## src/rtl/riscv_core_arb_pkg.sv

```systemverilog
// Shared types and helpers for the four-way memory port arbiter.
// Round-robin pick scans upward from the pointer and wraps after index 3.
package riscv_core_arb_pkg;

  localparam int NUM_REQ = 4;

  typedef enum logic [1:0] {
    IDLE = 2'b00,
    REQ  = 2'b01,
    RESP = 2'b10
  } arb_state_e;

  typedef struct packed {
    logic       found;
    logic [1:0] idx;
  } arb_pick_t;

  // Walk offsets high to low so that the nearest requester at/after ptr wins.
  function automatic arb_pick_t rr_pick(
    input logic [NUM_REQ-1:0] req,
    input logic [1:0]         ptr
  );
    arb_pick_t  p;
    logic [1:0] k;
    p = '0;
    for (int i = NUM_REQ - 1; i >= 0; i--) begin
      k = ptr + 2'(i);
      if (req[k]) begin
        p.found = 1'b1;
        p.idx   = k;
      end
    end
    return p;
  endfunction

endpackage

```

## src/rtl/riscv_core_mux4x1.sv

```systemverilog
// Plain 4:1 word mux for the shared memory port operands.
// Input word k sits at bits [k*W +: W] of the packed input.
module riscv_core_mux4x1 #(
  parameter int W = 64
) (
  input  logic [1:0]     i_sel,
  input  logic [4*W-1:0] i_data,
  output logic [W-1:0]   o_data
);

  always_comb begin
    o_data = i_data[W-1:0];
    unique case (i_sel)
      2'd0: o_data = i_data[0*W +: W];
      2'd1: o_data = i_data[1*W +: W];
      2'd2: o_data = i_data[2*W +: W];
      2'd3: o_data = i_data[3*W +: W];
      default: o_data = i_data[W-1:0];
    endcase
  end

endmodule

```

## src/rtl/riscv_core_arb4x1_ctrl.sv

```systemverilog
// Sequencing arbiter for the core's single shared bus port.
// One transaction in flight: grant, bus accept, then bus response.
module riscv_core_arb4x1_ctrl
  import riscv_core_arb_pkg::*;
#(
  parameter int XLEN  = 64,
  parameter bit RR_EN = 1'b1
) (
  input  logic                    i_clk,
  input  logic                    i_rst_n,
  input  logic [NUM_REQ-1:0]      i_arb_req,
  input  logic [NUM_REQ*XLEN-1:0] i_arb_addr,
  input  logic [NUM_REQ*XLEN-1:0] i_arb_wdata,
  input  logic [NUM_REQ-1:0]      i_arb_we,
  output logic [NUM_REQ-1:0]      o_arb_gnt,
  output logic [NUM_REQ-1:0]      o_arb_rvalid,
  output logic [XLEN-1:0]         o_arb_rdata,
  output logic [1:0]              o_arb_sel,
  output logic                    o_bus_valid,
  output logic [XLEN-1:0]         o_bus_addr,
  output logic [XLEN-1:0]         o_bus_wdata,
  output logic                    o_bus_we,
  input  logic                    i_bus_ready,
  input  logic                    i_bus_rvalid,
  input  logic [XLEN-1:0]         i_bus_rdata
);

  arb_state_e           state_q, state_d;
  logic [1:0]           sel_q, sel_d;
  logic [1:0]           ptr_q, ptr_d;
  logic [NUM_REQ-1:0]   gnt_q, gnt_d;
  logic [1:0]           ptr_nxt;
  logic [1:0]           arb_ptr;
  arb_pick_t            pick;
  logic                 done;

  assign done    = (state_q == RESP) && i_bus_rvalid;
  assign ptr_nxt = RR_EN ? sel_q + 2'd1 : 2'd0;
  // Completion re-arbitrates with the already-advanced pointer.
  assign arb_ptr = RR_EN ? (done ? ptr_nxt : ptr_q) : 2'd0;
  assign pick    = rr_pick(i_arb_req, arb_ptr);

  always_comb begin
    state_d = state_q;
    sel_d   = sel_q;
    gnt_d   = gnt_q;
    ptr_d   = ptr_q;
    unique case (state_q)
      IDLE: begin
        if (pick.found) begin
          state_d = REQ;
          sel_d   = pick.idx;
          gnt_d   = 4'b0001 << pick.idx;
        end
      end
      REQ: begin
        if (i_bus_ready) state_d = RESP;
      end
      RESP: begin
        if (i_bus_rvalid) begin
          ptr_d = ptr_nxt;
          if (pick.found) begin
            state_d = REQ;
            sel_d   = pick.idx;
            gnt_d   = 4'b0001 << pick.idx;
          end else begin
            state_d = IDLE;
            gnt_d   = '0;
          end
        end
      end
      default: begin
        state_d = IDLE;
        gnt_d   = '0;
      end
    endcase
  end

  always_ff @(posedge i_clk or negedge i_rst_n) begin
    if (!i_rst_n) begin
      state_q <= IDLE;
      sel_q   <= 2'd0;
      ptr_q   <= 2'd0;
      gnt_q   <= '0;
    end else begin
      state_q <= state_d;
      sel_q   <= sel_d;
      ptr_q   <= ptr_d;
      gnt_q   <= gnt_d;
    end
  end

  assign o_arb_gnt    = gnt_q;
  assign o_arb_sel    = sel_q;
  assign o_bus_valid  = (state_q == REQ);
  assign o_arb_rvalid = done ? gnt_q : '0;
  assign o_arb_rdata  = i_bus_rdata;
  assign o_bus_we     = i_arb_we[sel_q];

  riscv_core_mux4x1 #(.W(XLEN)) u_addr_mux (
    .i_sel  (sel_q),
    .i_data (i_arb_addr),
    .o_data (o_bus_addr)
  );

  riscv_core_mux4x1 #(.W(XLEN)) u_wdata_mux (
    .i_sel  (sel_q),
    .i_data (i_arb_wdata),
    .o_data (o_bus_wdata)
  );

endmodule

```

## config.mk

```make
export PLATFORM = sky130hd
export DESIGN_NAME = riscv_core_arb4x1_ctrl
export DESIGN_NICKNAME = d
export VERILOG_FILES = /design/src/rtl/riscv_core_arb_pkg.sv /design/src/rtl/riscv_core_mux4x1.sv /design/src/rtl/riscv_core_arb4x1_ctrl.sv
export SDC_FILE = /design/constraint.sdc
export NUM_CORES = 1
export LEC_CHECK = 0
export ABC_AREA = 1
export BUFFER_PORTS_ARGS = -buffer_cell sky130_fd_sc_hd__buf_2
export CAP_MARGIN = 5
export CORE_AREA = 4 4 303 305
export DETAILED_ROUTE_END_ITERATION = 10
export DIE_AREA = 0 0 307 309
export PLACE_DENSITY_LB_ADDON = 0.08
export REMOVE_ABC_BUFFERS = 1
export SYNTH_ARGS = -nofsm -noshare
export SYNTH_HDL_FRONTEND = slang
export SYNTH_SLANG_ARGS = --single-unit
```

## constraint.sdc

```tcl
create_clock -name i_clk -period 2.3 [get_ports i_clk]
set_input_delay 0.69 -clock i_clk [delete_from_list [all_inputs] [get_ports i_clk]]
set_output_delay 0.69 -clock i_clk [all_outputs]
set_load 0.01 [all_outputs]
```

Yosys cells after proc, flatten, opt, wreduce, memory -nomap -nowiden --
Index checks and enable logic that the tools add are counted.
Word-level totals: word-level logic and storage cells 61, output and inout port bits 204, bits of input ports 588, flip-flop bits (word level) 10
Cells by class: bitwise gates (word level) 1, equality and inequality tests 8, reductions and logical operators 8, $add $sub $neg 4, shift-type cells 1, mux-type cells 30, $lt $le $gt $ge 5
Operators by type and width (number):
- $pmux 64 s4 | 2
- $mux 4 | 4
- $lt 2x3->1 const B | 5
- $mux 2 | 6
- $mux 3 | 4
- $pmux 4 s3 | 1
- $bmux 1 s2 | 5
- $eq 2x2->1 const B | 3
- $mux 1 | 6
- $pmux 2 s3 | 1
- $reduce_and 3->1 | 2
- $add 2x1->2 const B | 2
- $add 2x2->2 const B | 2
- $eq 2x1->1 const B | 2
- $logic_not 2->1 | 2
- $ne 2x2->1 const B | 2
- $pmux 2 s2 | 1
- $reduce_and 2->1 | 2
- $shl 1x2->4 const A | 1
- $ne 2x1->1 const B | 1
- $reduce_bool 2->1 | 1
- $logic_and 1x1->1 | 1
- $not 1->1 | 1

Depth between registers and ports, before layout --
Gate-level depths: netlist of run 1.
depth after elaboration 14, depth in mapped cells 16, depth with buffers taken out 16

Modules after synthesis --
A second synthesis of run 1 with hierarchy kept.
Second synthesis, totals: cells, all modules 940, area total of the unflattened synthesis 5415.2 µm²
By module, submodules not included:
- riscv_core_mux4x1 | area each 2008.2 µm², instances 2, sequential area each 0.0 µm², cells each 369
- riscv_core_arb4x1_ctrl | area each 1398.8 µm², instances 1, sequential area each 250.2 µm², cells each 202

Least setup slack after synthesis of run 1 --
Ideal clock, no wire load.
kind flip-flop to output port, start point reg sel_q[0], in the netlist o_arb_sel[0], end point out o_bus_addr[42], slack -0.218 ns, path buffers 2, stages on the path, launching flop included 8, arrival time 1.828 ns, data required time 1.610 ns, cells stage by stage dfrtp_1 -> inv_1 -> ha_1 -> clkbuf_1 -> buf_1 -> a22o_1 -> a21oi_1 -> o21ai_0
On the way: longest elaborated chain between the ends 2, elaborated cells on any way between the ends 5, those cells by class eq/ne: 3; mux: 1; reduce/logical: 1
RTL lines:
- start: declaration | line riscv_core_arb4x1_ctrl.sv:29 | logic [1:0] sel_q, sel_d;
- start signal: assignment | line riscv_core_arb4x1_ctrl.sv:87 | sel_q <= sel_d;
- $eq 2x2->1 (tied with other cells) | line riscv_core_mux4x1.sv:13 | unique case (i_sel)
- $pmux 64 s4 (*) | line riscv_core_mux4x1.sv:13
- end: declaration | line riscv_core_arb4x1_ctrl.sv:20 | output logic [XLEN-1:0] o_bus_addr,
Mark *: on every way between the ends. The rest lies on a longest branch, timed or not.

Final worst setup path of run 1 --
start point reg sel_q[1], in the netlist o_arb_sel[1], end point out o_bus_wdata[47]
On the way: longest elaborated chain between the ends 2, elaborated cells on any way between the ends 5, those cells by class eq/ne: 3; mux: 1; reduce/logical: 1
RTL lines:
- $eq 2x2->1 (tied with other cells) | line riscv_core_mux4x1.sv:13
- $pmux 64 s4 (*) | line riscv_core_mux4x1.sv:13
- end: declaration | line riscv_core_arb4x1_ctrl.sv:21 | output logic [XLEN-1:0] o_bus_wdata,
Marks and branches as above.

==> impl_metrics.py, run 1 <==
metrics = {
    "critical_path": {
        "startpoint_type": "register",
        "r2r-start": "o_arb_sel[0]$_DFFE_PN0P_",
        "crit_required_ns": 1.61,
        "startpoint": "o_arb_sel[1]$_DFFE_PN0P_",
        "reg2reg_depth": 14,
        "path_max_fanout": 6,
        "cp-end-kind": "output port",
        "critical_path_class": "register to output port",
        "arrival_ns": 1.98,
    },
    "global_route": {
        "grt_usage_pct": 10.94,
        "grt_start_max_net_pins": 40,
        "grt_overflow": 0,
        "antenna_found_initial": 19,
        "grt_pass1_vias": 9264,
        "grt_pass1_wl_mm": 73.87,
    },
    "sta": {
        "slew_headroom_pct": 80.13,
        "rsz0062_at_grt": "yes",
        "setup_viol": 128,
        "clock-skew-final_ns": 0.003888,
        "fmax_mhz": 374.4,
        "slew_viol_final": 0,
        "hold_viol": 0,
        "fin_crit_sh_pct": 116.1,
        "period_needed_ns": 2.671,
        "worstMarginPinSlew_ns": 0.2980,
        "fin_ws_ns": -0.3710,
    },
    "power": {
        "leakage_nw": 5.779,
        "pwr_density_cell_nw_per_um2": 1384,
        "ir_drop_v": 0.0003987,
        "p_total_w": 0.01676,
    },
    "clock_tree": {
        "clk_pin_slew_worst_paths_ns": 0.05,
        "clkSinkCount": 10,
        "numCtsBuffers": 3,
        "cts_tree": "done",
        "clock_latency_ns": 0.24,
        "htreeDepth": 1,
        "clockBufferDepth": 2,
        "cts_root_buffer": "clkbuf_16",
    },
    "logic_synthesis": {
        "seq_area_frac_synth_pct": 5.598,
        "synth_area_sq_um": 4471,
        "yosysTopAreaCell": "a22o_1",
        "synth_cells": 781,
        "postSynthAreaPerCell_sq_um": 5.724,
        "synth.area.top_cells": "a22o_1 25%, o21ai_0 15%, nand2_1 15%",
        "synth_cell_types": 20,
        "ys_warn_count": 0,
        "yosysTopAreaCellShare_pct": 25.08,
        "synth_seq_cells": 10,
    },
    "drt": {
        "ant_nets": 0,
        "vias": 8772,
        "drc": 0,
        "drtPass1Iterations": 6,
        "wl_per_cell_um": 22.80,
        "routed_wl_mm": 60.67,
        "drt_iter0_markers": 363,
        "vias_per_cell": 3.297,
    },
    "layout": {
        "area_growth_pct": 170.8,
        "multiInputGateArea_sq_um": 4268,
        "drive_gt1_share_pct": 68.27,
        "nets": 2071,
        "stdcell_count": 2661,
        "fill_cells": 10440,
        "seqCellArea_sq_um": 252.7,
    },
    "floorplan": {
        "die_x_um": 307,
        "io_pins": 792,
        "die_h_um": 309,
        "core_sq_um": 89320,
        "start_util_pct": 5.005,
        "core.rowCount": 110,
        "dieArea_sq_um": 94860,
    },
    "placement": {
        "dp_cells": 2588,
        "portBuffers": 663,
        "dp_hpwl_mm": 45.67,
        "gp_congestion": 0.8002,
    },
    "flow_run": {
        "max_cap_viol_count": 0,
    },
    "run_status": {
        "failed_checks": "negative setup slack",
        "outcome": "finished, violations left",
    },
    "hold_path": {
        "hp-class": "input pin to asynchronous set/reset pin",
    },
}
[area by class of cell]
| cell class | count | share of cell area [%] |
|---|---|---|
| timing repair buffer | 827 | 48.83 |
| multi-input combinational | 612 | 35.26 |
| tap | 1176 | 12.15 |
| sequential | 10 | 2.088 |
| inverter | 25 | 0.7959 |
| clock buffer | 4 | 0.7338 |
| antenna | 7 | 0.1447 |
[registers in the layout, summed over array words and instances (netlist names)]
signal	count
o_arb_gnt	4
state_q	2
o_arb_sel	2
ptr_q	2
[what timing repair did]
action,4_1_cts,5_1_grt
hold buffers,0,0
setup endpoints to repair,128,128
pin swaps,12,38
gates resized for setup,193,257
setup buffers,25,18
gates cloned,18,15
[kinds of logic after synthesis]
group | Yosys count | share of synthesized area [%]
buffers and inverters | 159 | 18.72
adders and majority gates | 4 | 1.120
AOI/OAI and AO/OA | 393 | 54.86
DFF | 10 | 5.598
and+or+nand+nor | 215 | 19.70
[cell usage in the layout, fill, tap and decap left out, drive strengths merged]
master / n
o21ai: 135
clkbuf: 13
nand2: 182
a22o: 128
o22ai: 1
a21oi: 129
dfrtp: 10
nor2: 13
nand4: 6
nand3: 14
bufbuf: 3
ha: 4
diode: 7
inv: 25
buf: 815
[layer usage]
metal | share of wire [%] | up-vias | GRT usage (%)
li1 | - | 4169 | -
met1 | 41 | 4049 | 12.95
met2 | 47 | 489 | 18.86
met3 | 11 | 47 | 4.875
met4 | 0.94 | 18 | 1.123
met5 | 0.30 | - | 0.8412
[worst max-delay path: stages (launching register included)]
cell     delay, ns
dfrtp_2       0.46
ha_4          0.20
buf_12        0.14
buf_4         0.14
a22o_1        0.18
a21oi_2       0.18
o21ai_4       0.13
buf_6         0.15
buf_2         0.13
[synth_stat cells, drive strengths merged]
cell,number
buf,77
nand3,14
nand4,6
inv,25
nor2,13
a21oi,129
o21ai,135
dfrtp,10
nand2,182
clkbuf,57
o22ai,1
ha,4
a22o,128
[per-stage QoR]
stage	TNS, ns	util, %	area (sq um)	worst slack [ns]	hold WS [ns]
after floorplan	-460.80	-	3727	-3.600	0.3944
after global placement	-17.13	10.67	9533	-0.7975	0.5233
after detailed placement	-18.46	10.67	9533	-0.8085	0.5268
after CTS	-40.60	12.24	10940	-0.4069	0.3383
after global routing	-45.03	13.54	12100	-0.4455	0.3500
final	-35.77	13.55	12110	-0.3710	0.3278
[worst paths after layout]
kind                       slack [ns]                       end
max                             -0.37           o_bus_wdata[47]
min in group i_clk               0.54  o_arb_gnt[2]$_DFFE_PN0P_
min reg2reg                      0.54  o_arb_gnt[2]$_DFFE_PN0P_
max reg2reg                      0.22  o_arb_gnt[2]$_DFFE_PN0P_
min                              0.33  o_arb_gnt[3]$_DFFE_PN0P_
max in group asynchronous        1.73  o_arb_sel[0]$_DFFE_PN0P_
[power breakdown]
group	switching [W]	internal (W)	leakage [nW]	total (W)
logic	0.00832	0.00774	5.61	0.0161
clock network	0.0000981	0.000263	0.0442	0.000361
registers	0.0000867	0.000256	0.125	0.000343
total	0.00850	0.00826	5.78	0.0168
(Power assumes the default switching activity.)
==> run 2: changes to the inputs <==
TNS_END_PERCENT = 5   (was unset)
==> impl_metrics.py, run 2 (same netlist as run 1, synthesis figures left out) <==
metrics = {
    "run_status": {
        "outcome": "finished, violations left",
        "failed_checks": "negative setup slack",
    },
    "placement": {
        "portBuffers": 663,
        "dpl-instance-area_sq_um": 9533,
        "gp_congestion": 0.8002,
        "dp_hpwl_mm": 45.67,
        "pre_cts_ws_ns": -0.8085,
    },
    "global_route": {
        "grt_pass1_wl_mm": 71.17,
        "grt_usage_pct": 10.49,
        "grt_overflow": 0,
        "antenna_found_initial": 18,
        "grt_start_max_net_pins": 41,
        "grt_pass1_vias": 9036,
    },
    "floorplan": {
        "dieArea_sq_um": 94860,
        "die_h_um": 309,
        "die_x_um": 307,
        "core_sq_um": 89320,
        "start_util_pct": 5.005,
        "core.rowCount": 110,
        "io_pins": 792,
    },
    "clock_tree": {
        "clkSinkCount": 10,
        "cts_tree": "done",
        "numCtsBuffers": 3,
        "clock_latency_ns": 0.24,
        "htreeDepth": 1,
        "cts_root_buffer": "clkbuf_16",
        "clk_pin_slew_worst_paths_ns": 0.05,
        "clockBufferDepth": 2,
    },
    "sta": {
        "setup_viol": 128,
        "slew_headroom_pct": 78.87,
        "period_needed_ns": 2.673,
        "fmax_mhz": 374.1,
        "finalHoldWorstSlack_ns": 0.3271,
        "rsz0062_at_grt": "yes",
        "fin_crit_sh_pct": 116.2,
        "fin_ws_ns": -0.3732,
        "worstMarginPinSlew_ns": 0.3169,
        "hold_viol": 0,
        "slew_viol_final": 0,
        "clock-skew-final_ns": 0.002899,
    },
    "drt": {
        "drtPass1Iterations": 6,
        "routed_wl_mm": 54.29,
        "vias": 8426,
        "wl_per_cell_um": 20.73,
        "drt_iter0_markers": 314,
        "drc": 0,
        "ant_nets": 0,
        "vias_per_cell": 3.217,
    },
    "power": {
        "leakage_nw": 5.154,
        "pwr_density_cell_nw_per_um2": 1246,
        "ir_drop_v": 0.0004286,
    },
    "critical_path": {
        "critical_path_class": "register to output port",
        "arrival_ns": 1.98,
        "cp-end-kind": "output port",
        "path_max_fanout": 31,
        "startpoint_type": "register",
        "crit_required_ns": 1.61,
        "reg2reg_depth": 15,
    },
    "layout": {
        "final_common_cell": "buf_2",
        "largest_reg_flops": 4,
        "final_cell_mix": "651 x buf_2, 159 x nand2_1, 126 x a22o_1",
        "nets": 2028,
        "fin_area_sq_um": 10500,
        "area_growth_pct": 134.9,
        "fill_cells": 10560,
        "drive_gt1_share_pct": 61.60,
    },
    "hold_path": {
        "hp-class": "input pin to asynchronous set/reset pin",
    },
    "flow_run": {
        "max_cap_viol_count": 0,
    },
}
run 2: critical path, stage by stage (launching register included):
cell,delay (ns)
dfrtp_2,0.42
buf_6,0.13
ha_4,0.19
buf_12,0.18
a22o_1,0.25
a21oi_1,0.13
o21ai_0,0.10
buf_4,0.15
buf_2,0.14
run 2: area by class of cell:
class	count	area, sq um	share of cell area [%]
Sequential cell	10	252.7	2.406
Tap cell	1176	1471	14.01
Multi-Input combinational cell	612	3754	35.74
Clock buffer	4	88.84	0.8458
Inverter	25	96.34	0.9173
Timing Repair Buffer	784	4820	45.89
Antenna cell	8	20.02	0.1906
run 2: timing repair:
item | CTS | global route
cloned | 7 | 0
gates resized for setup | 140 | 69
hold buffers | 0 | 0
pin swaps | 5 | 3
endpoints found under the setup margin | 128 | 128
buffers inserted | 14 | 0
run 2: final timing paths:
path | slack, ns | startpoint | endpoint
hold / removal | 0.33 | i_rst_n | ptr_q[0]$_DFFE_PN0P_
setup / recovery | -0.37 | o_arb_sel[0]$_DFFE_PN0P_ | o_bus_wdata[39]
min in group i_clk | 0.54 | o_arb_gnt[2]$_DFFE_PN0P_ | o_arb_gnt[2]$_DFFE_PN0P_
max in group asynchronous | 1.73 | i_rst_n | o_arb_sel[1]$_DFFE_PN0P_
setup reg to reg | 0.27 | o_arb_sel[0]$_DFFE_PN0P_ | o_arb_gnt[3]$_DFFE_PN0P_
hold reg to reg | 0.54 | o_arb_gnt[2]$_DFFE_PN0P_ | o_arb_gnt[2]$_DFFE_PN0P_
run 2: layer usage:
layer	part of all wire (%)	wire (um)	vias to the layer above	track usage [%]
met5	0.31	169	-	0.8412
met1	41	22120	3822	12.55
met3	11	6057	36	4.806
met2	47	25580	479	17.91
met4	0.66	360	16	0.8502
li1	-	-	4073	-
run 2: through the flow:
stage,TNS (ns),total power [W],std cells,util (%)
floorplan,-460.80,0.004469,647,-
global placement,-17.13,0.01125,2588,10.67
detailed placement,-18.46,0.01111,2588,10.67
CTS,-38.80,0.01331,2612,11.56
global route,-44.86,0.01438,2614,11.74
finish,-33.98,0.01308,2619,11.76
run 2: power by group:
group          total, W  internal, W  switching (W)
registers      0.000344     0.000256      0.0000882
clock network  0.000359     0.000263      0.0000960
logic            0.0124      0.00554        0.00683
==> run 3: changes to the inputs <==
SKIP_CTS_REPAIR_TIMING = 1   (was unset)
==> impl_metrics.py, run 3 (same netlist as run 1, synthesis figures left out) <==
metrics = {
    "power": {
        "p_sw_share_pct": 53.39,
        "pwr-share-clk_pct": 2.6,
        "leakage_nw": 5.334,
        "pwr_density_cell_nw_per_um2": 1297,
        "pwr-share-comb_pct": 94.9,
        "ir_drop_v": 0.0003844,
        "p_seq_share_pct": 2.5,
        "p_sw_w": 0.007531,
        "intPower_w": 0.006573,
    },
    "global_route": {
        "grt_overflow": 0,
        "antenna_found_initial": 18,
        "grt_pass1_wl_mm": 68.13,
        "grt_pass1_vias": 8807,
        "grt_usage_pct": 9.968,
        "grt_start_max_net_pins": 45,
    },
    "sta": {
        "slew_viol_final": 0,
        "rsz0062_at_grt": "yes",
        "fin_ws_ns": -0.3783,
        "slew_headroom_pct": 79.84,
        "hold_viol": 0,
        "finalHoldWorstSlack_ns": 0.3254,
        "worstMarginPinSlew_ns": 0.3024,
        "fmax_mhz": 373.4,
        "setup_viol": 128,
        "fin_crit_sh_pct": 116.4,
        "clock-skew-final_ns": 0.002782,
        "period_needed_ns": 2.678,
    },
    "placement": {
        "portBuffers": 663,
        "dpl-instance-area_sq_um": 9533,
        "dp_hpwl_mm": 45.67,
        "pre_cts_ws_ns": -0.8085,
        "gp_congestion": 0.8002,
    },
    "clock_tree": {
        "numCtsBuffers": 3,
        "clock_latency_ns": 0.24,
        "clockBufferDepth": 2,
        "cts_root_buffer": "clkbuf_16",
        "clkSinkCount": 10,
        "cts_tree": "done",
        "htreeDepth": 1,
        "clk_pin_slew_worst_paths_ns": 0.05,
    },
    "floorplan": {
        "core.rowCount": 110,
        "dieArea_sq_um": 94860,
        "die_h_um": 309,
        "io_pins": 792,
        "die_x_um": 307,
        "core_sq_um": 89320,
        "start_util_pct": 5.005,
    },
    "drt": {
        "wl_per_cell_um": 22.01,
        "drt_iter0_markers": 293,
        "drc": 0,
        "ant_nets": 0,
        "routed_wl_mm": 57.96,
        "vias_per_cell": 3.257,
        "drtPass1Iterations": 6,
        "vias": 8579,
    },
    "layout": {
        "final_cell_mix": "646 x buf_2, 160 x nand2_1, 125 x a22o_1",
        "area_growth_pct": 143.3,
        "largest_reg_flops": 4,
        "fin_area_sq_um": 10880,
        "nets": 2043,
        "drive_gt1_share_pct": 62.41,
        "final_common_cell": "buf_2",
    },
    "critical_path": {
        "crit_required_ns": 1.61,
        "path_max_fanout": 6,
        "arrival_ns": 1.99,
        "startpoint_type": "register",
        "cp-end-kind": "output port",
        "critical_path_class": "register to output port",
    },
    "flow_run": {
        "max_cap_viol_count": 0,
    },
    "hold_path": {
        "hp-class": "input pin to asynchronous set/reset pin",
    },
    "run_status": {
        "failed_checks": "negative setup slack",
        "outcome": "finished, violations left",
    },
}
run 3: cell count changes in the layout (fill, tap and decap cells not counted), sizes merged:
cell,before,now
clkbuf,4,16
buf,784,787
run 3: area by class of cell:
type	count	area, sq um
multi-input cells	612	3809
clock buffers	4	88.84
repair buffers	799	5139
fillers	10540	78450
well taps	1176	1471
flip-flops and latches	10	252.7
diodes	8	20.02
inverters	25	96.34
run 3: through the flow:
| stage | utilization, % | total power [W] | TNS [ns] | instances |
|---|---|---|---|---|
| after floorplan | - | 0.004469 | -460.80 | 647 |
| after global placement | 10.67 | 0.01125 | -17.13 | 2588 |
| after detailed placement | 10.67 | 0.01111 | -18.46 | 2588 |
| after CTS | 10.77 | 0.01153 | -52.84 | 2592 |
| after global routing | 12.16 | 0.01536 | -45.33 | 2629 |
| final | 12.18 | 0.01410 | -33.34 | 2634 |
run 3: path summary, 6_finish.rpt:
| check | startpoint | to | slack (ns) | depth (start not counted) |
|---|---|---|---|---|
| setup / recovery | o_arb_sel[0]$_DFFE_PN0P_ | o_bus_wdata[47] | -0.38 | 9 |
| hold / removal | i_rst_n | ptr_q[0]$_DFFE_PN0P_ | 0.33 | 1 |
| setup reg to reg | o_arb_sel[0]$_DFFE_PN0P_ | o_arb_gnt[3]$_DFFE_PN0P_ | 0.22 | 15 |
| hold reg to reg | o_arb_gnt[2]$_DFFE_PN0P_ | o_arb_gnt[2]$_DFFE_PN0P_ | 0.53 | 2 |
| max in group asynchronous | i_rst_n | o_arb_sel[0]$_DFFE_PN0P_ | 1.74 | 1 |
| min in group i_clk | o_arb_gnt[2]$_DFFE_PN0P_ | o_arb_gnt[2]$_DFFE_PN0P_ | 0.53 | 2 |
run 3: critical path: stages, from the launching register on:
cell and delay (ns):
dfrtp_2 0.41, inv_2 0.07, buf_6 0.12, ha_4 0.21, buf_12 0.16, buf_6 0.11, buf_12 0.14, o21ai_4 0.25
buf_6 0.16, buf_6 0.10
run 3: power groups by stage:
| stage | registers [W] | clock network, W | logic, W |
|---|---|---|---|
| floorplan | 0.000340 | 0 | 0.00413 |
| global route | 0.000369 | 0.000380 | 0.0146 |
| detailed placement | 0.000348 | 0 | 0.0108 |
| global placement | 0.000345 | 0 | 0.0109 |
| finish | 0.000352 | 0.000361 | 0.0134 |
| CTS | 0.000347 | 0.000365 | 0.0108 |
run 3: metal layers:
metal / wire length, um / global-route usage [%] / up-vias / share of wire [%]
met5: 138 / 0.8412 / - / 0.24
met3: 6005 / 4.772 / 34 / 10
met2: 27200 / 17.02 / 506 / 47
met1: 24200 / 11.77 / 3920 / 42
li1: - / - / 4107 / -
met4: 410 / 0.8502 / 12 / 0.71
